### config.mk
export PLATFORM = sky130hd
export DESIGN_NAME = merge_arb
export DESIGN_NICKNAME = d
export VERILOG_FILES = /design/src/rtl/merge_arb.sv
export SDC_FILE = /design/constraint.sdc
export NUM_CORES = 1
export LEC_CHECK = 0
export ABC_CLOCK_PERIOD_IN_PS = 1700
export CORE_AREA = 3 3 120 122
export CTS_CLUSTER_DIAMETER = 30
export CTS_CLUSTER_SIZE = 25
export DETAILED_ROUTE_END_ITERATION = 7
export DIE_AREA = 0 0 123 125
export PLACE_DENSITY = 0.62
export SLEW_MARGIN = 20
export SYNTH_ARGS = -nofsm -noshare
export SYNTH_HDL_FRONTEND = slang
export SYNTH_SLANG_ARGS = --single-unit
### constraint.sdc
create_clock -name clk -period 1.7 [get_ports clk]
set_clock_uncertainty 0.15 [all_clocks]
set_input_delay 0.17 -clock clk [delete_from_list [all_inputs] [get_ports clk]]
set_output_delay 0.17 -clock clk [all_outputs]
set_load 0.01 [all_outputs]
### src/rtl/merge_arb.sv
// merge_arb: registered N-to-1 native-bus request merger, one transaction at a time.
// Define MERGE_ARB_RR_EN for round-robin arbitration; otherwise the highest-index requester wins.
module merge_arb #(
  parameter int N_MASTERS = 2,
  parameter int DATA_W    = 32,
  parameter int ADDR_W    = 32
) (
  input  logic                          clk,
  input  logic                          rst_n,
  input  logic [N_MASTERS-1:0]          m_valid,
  input  logic [N_MASTERS*ADDR_W-1:0]   m_addr,
  input  logic [N_MASTERS*DATA_W-1:0]   m_wdata,
  input  logic [N_MASTERS*DATA_W/8-1:0] m_wstrb,
  output logic [N_MASTERS*DATA_W-1:0]   m_rdata,
  output logic [N_MASTERS-1:0]          m_ready,
  output logic                          s_valid,
  output logic [ADDR_W-1:0]             s_addr,
  output logic [DATA_W-1:0]             s_wdata,
  output logic [DATA_W/8-1:0]           s_wstrb,
  input  logic [DATA_W-1:0]             s_rdata,
  input  logic                          s_ready,
  output logic [N_MASTERS-1:0]          grant
);
  localparam int LW = $clog2(N_MASTERS);
  localparam int SW = DATA_W / 8;
  typedef enum logic {IDLE, BUSY} state_t;
  state_t               state, state_nxt;
  logic [N_MASTERS-1:0] grant_nxt;
  logic [LW-1:0]        last, last_nxt, win, g;
  always_ff @(posedge clk or negedge rst_n) begin
    if (!rst_n) begin
      state <= IDLE;
      grant <= '0;
      last  <= LW'(N_MASTERS - 1);
    end else begin
      state <= state_nxt;
      grant <= grant_nxt;
      last  <= last_nxt;
    end
  end
  always_comb begin
    int idx;
    idx = 0;
    win = '0;
`ifdef MERGE_ARB_RR_EN
    // walk offsets downward so the nearest requester after last is assigned last
    for (int k = N_MASTERS - 1; k >= 0; k--) begin
      idx = int'(last) + 1 + k;
      idx = (idx >= N_MASTERS) ? idx - N_MASTERS : idx;
      if (m_valid[idx]) win = LW'(idx);
    end
`else
    for (int i = 0; i < N_MASTERS; i++)
      if (m_valid[i]) win = LW'(i);
`endif
    g = '0;
    for (int i = 0; i < N_MASTERS; i++)
      if (grant[i]) g = LW'(i);
    state_nxt = state;
    grant_nxt = grant;
    last_nxt  = last;
    if (state == IDLE) begin
      if (|m_valid) begin
        state_nxt = BUSY;
        grant_nxt = N_MASTERS'(1) << win;
      end
    end else if (s_ready) begin
      state_nxt = IDLE;
      grant_nxt = '0;
      last_nxt  = g;
    end
  end
  // grant is zero outside BUSY, so the AND-OR mux also zeroes the slave fields when idle
  always_comb begin
    s_addr  = '0;
    s_wdata = '0;
    s_wstrb = '0;
    m_rdata = '0;
    for (int i = 0; i < N_MASTERS; i++) begin
      s_addr  |= m_addr[i*ADDR_W +: ADDR_W] & {ADDR_W{grant[i]}};
      s_wdata |= m_wdata[i*DATA_W +: DATA_W] & {DATA_W{grant[i]}};
      s_wstrb |= m_wstrb[i*SW +: SW] & {SW{grant[i]}};
      m_rdata[i*DATA_W +: DATA_W] = (grant[i] && s_ready) ? s_rdata : '0;
    end
  end
  assign s_valid = (state == BUSY);
  assign m_ready = grant & {N_MASTERS{s_ready}};
endmodule

==> flow_summary.toml <==
[run_status]
status = "finished, final reports clean"

[final_layout]
final_common_cell = "clkdlybuf4s50_1"
drive_gt1_share_pct = 25.3
area_growth_pct = 219
final_cell_mix = "172 x clkdlybuf4s50_1, 70 x a22o_1, 64 x and3_1, 64 x buf_2, 26 x clkbuf_2"
layout.nets = 652
antenna_cells = 0
final_cells = 654
finalCoreUtilization_pct = 33.5

[detailed_routing]
via_per_inst = 4.35
drt-initial-drc-count = 127
drc = 0
wl_per_cell_um = 20.1
dr.pass1.iters = 4
num_vias = 2846
highest_layer = "met4"
wl_um = 13100
drt-met1-wl_um = 5070
wl_met3_um = 1390
antenna_left = 0
wl_met2_um = 6490

[timing]
slew_viol_final = 0
period_share_pct = 99.0
final_hold_viol_count = 0
fmax_mhz = 594
worst_pin_slew_ns = 0.261
slew_headroom_pct = 82.6
min_period_ns = 1.68
timing.final.ws_setup_ns = 0.0173
setup_viol = 0
hold_slack_ns = 0.474
rsz0062_at_grt = "true"

[clock_network]
clkTransAtPathRegs_ns = 0.03
insertion_delay_ns = 0.22
cts_tree = "built"
cts_made_buffers = 3
ctsHtreeMaxLevel = 1
clock-sinks = 3
root_buffer = "clkbuf_16"
clk_path_buf_depth = 2

[grt]
track_usage_pct = 15.0
grt_pass1_vias = 2928
grt_pass1_wl_um = 17700
grt_overflow = 0
antenna_found_initial = 0
grt_max_degree = 36

[logic_synthesis]
syn-mean-instance-area_sq_um = 7.99
ys_types = 14
ys_seq_area_share_pct = 5.37
syn_area_sq_mm = 0.00140
synth_warnings = 0
synth_fp_nets = 348
ys_seq_elements = 3
synthCells = 175

[critical_path]
worstRegToRegCells = 3
path_class = "register to output port"
required_ns = 1.38
crit_path_end_kind = "output port"
critPathArrivalTime_ns = 1.36
cp-start-kind = "register"
crit_fanout = 16

[power]
cellPowerDensity_mw_per_mm2 = 498
leakage_uw = 0.00232
peakVddDrop_v = 0.000302

[placement]
dp_cells = 636
place_congestion = 0.841
dp_slack_ns = -0.295
io_buffers = 309
dp_hpwl_um = 9680

[floorplanning]
die_x_um = 123
die_area_sq_mm = 0.0154
start_util_pct = 10.5
rows = 42
dieHeight_um = 125
core_sq_mm = 0.0133
io_pins = 310

[min_path]
holdPathStages = 2
min_path_type = "primary input to register"

[run]
max_cap_viol_count = 0
==> worst paths after layout <==
kind	start	end	slack [ns]
setup / recovery	grant[0]$_DFFE_PN0P_	s_addr[7]	0.02
hold / removal	m_valid[0]	grant[0]$_DFFE_PN0P_	0.47
setup reg to reg	grant[0]$_DFFE_PN0P_	grant[0]$_DFFE_PN0P_	0.52
hold reg to reg	s_valid$_DFF_PN0_	s_valid$_DFF_PN0_	0.48
max in group asynchronous	rst_n	grant[0]$_DFFE_PN0P_	0.72
min in group asynchronous	rst_n	grant[1]$_DFFE_PN0P_	0.53
==> cells in the mapped netlist <==
| master | count | area [sq um] |
|---|---|---|
| a22o_1 | 70 | 613 |
| and3_1 | 64 | 400 |
| buf_6 | 18 | 203 |
| clkbuf_1 | 7 | 26.3 |
| dfrtp_1 | 3 | 75.1 |
| and2_1 | 2 | 12.5 |
| buf_2 | 2 | 10.0 |
| buf_4 | 2 | 15.0 |
| mux2i_1 | 2 | 20.0 |
| a21oi_1 | 1 | 5.00 |
| clkbuf_2 | 1 | 5.00 |
| inv_1 | 1 | 3.75 |
| nor2_1 | 1 | 3.75 |
| nor3_1 | 1 | 5.00 |
==> stage by stage <==
stage / area [sq um] / TNS, ns / power, uW
6_report: 4450 / 0 / 2220
5_1_grt: 4450 / -0.00923 / 2340
4_1_cts: 4540 / -0.0112 / 2230
3_5_place_dp: 4540 / -19.07 / 1860
3_3_place_gp: 4540 / -18.26 / 1860
2_1_floorplan: 1400 / 0 / 790
==> final cells by class <==
cell class                 count  area [sq um]
fill                        1409          8840
multi-input combinational    141          1060
timing repair buffer         329          3010
tap                          176           220
inverter                       1          3.75
clock buffer                   4          78.8
sequential                     3          77.6
==> logic make-up (layout without fill, tap and decap cells) <==
logic type	Yosys count	count (layout)	synth area share (%)
buffers and inverters	31	334	18.8
flip-flops	3	3	5.37
multiplexers	2	2	1.43
AND/OR/NAND/NOR	68	68	30.2
AO/OA/AOI/OAI	71	71	44.2
==> sequential cells by signal, summed over array words and instances (netlist names) <==
signal	count
s_valid	1
grant	2
==> worst max-delay path, cell delays in order (launching register included) <==
cell and delay [ns]:
dfrtp_2 0.42, buf_12 0.15, clkbuf_16 0.18, a22o_1 0.24
buf_2 0.15
==> what timing repair did <==
item	CTS	global route
hold buffers	1	0
pin swaps	8	12
gates resized for setup	406	45
endpoints found under the setup margin	136	52
cloned	6	1
hold endpoints to repair	3	0
setup buffers	6	0
==> report_power, final <==
| part | leakage [uW] | internal (uW) | switching (uW) |
|---|---|---|---|
| logic | 0.00225 | 992 | 756 |
| clock network | 0.0000382 | 309 | 62.0 |
| registers | 0.0000341 | 81.9 | 18.0 |
==> layer usage <==
| metal | track usage (%) | vias to the layer above |
|---|---|---|
| met2 | 27.4 | 170 |
| met1 | 17.1 | 1345 |
| li1 | - | 1321 |
| met3 | 4.16 | 10 |
| met4 | 3.19 | 0 |
| met5 | 0 | - |
(Power assumes the default switching activity.)
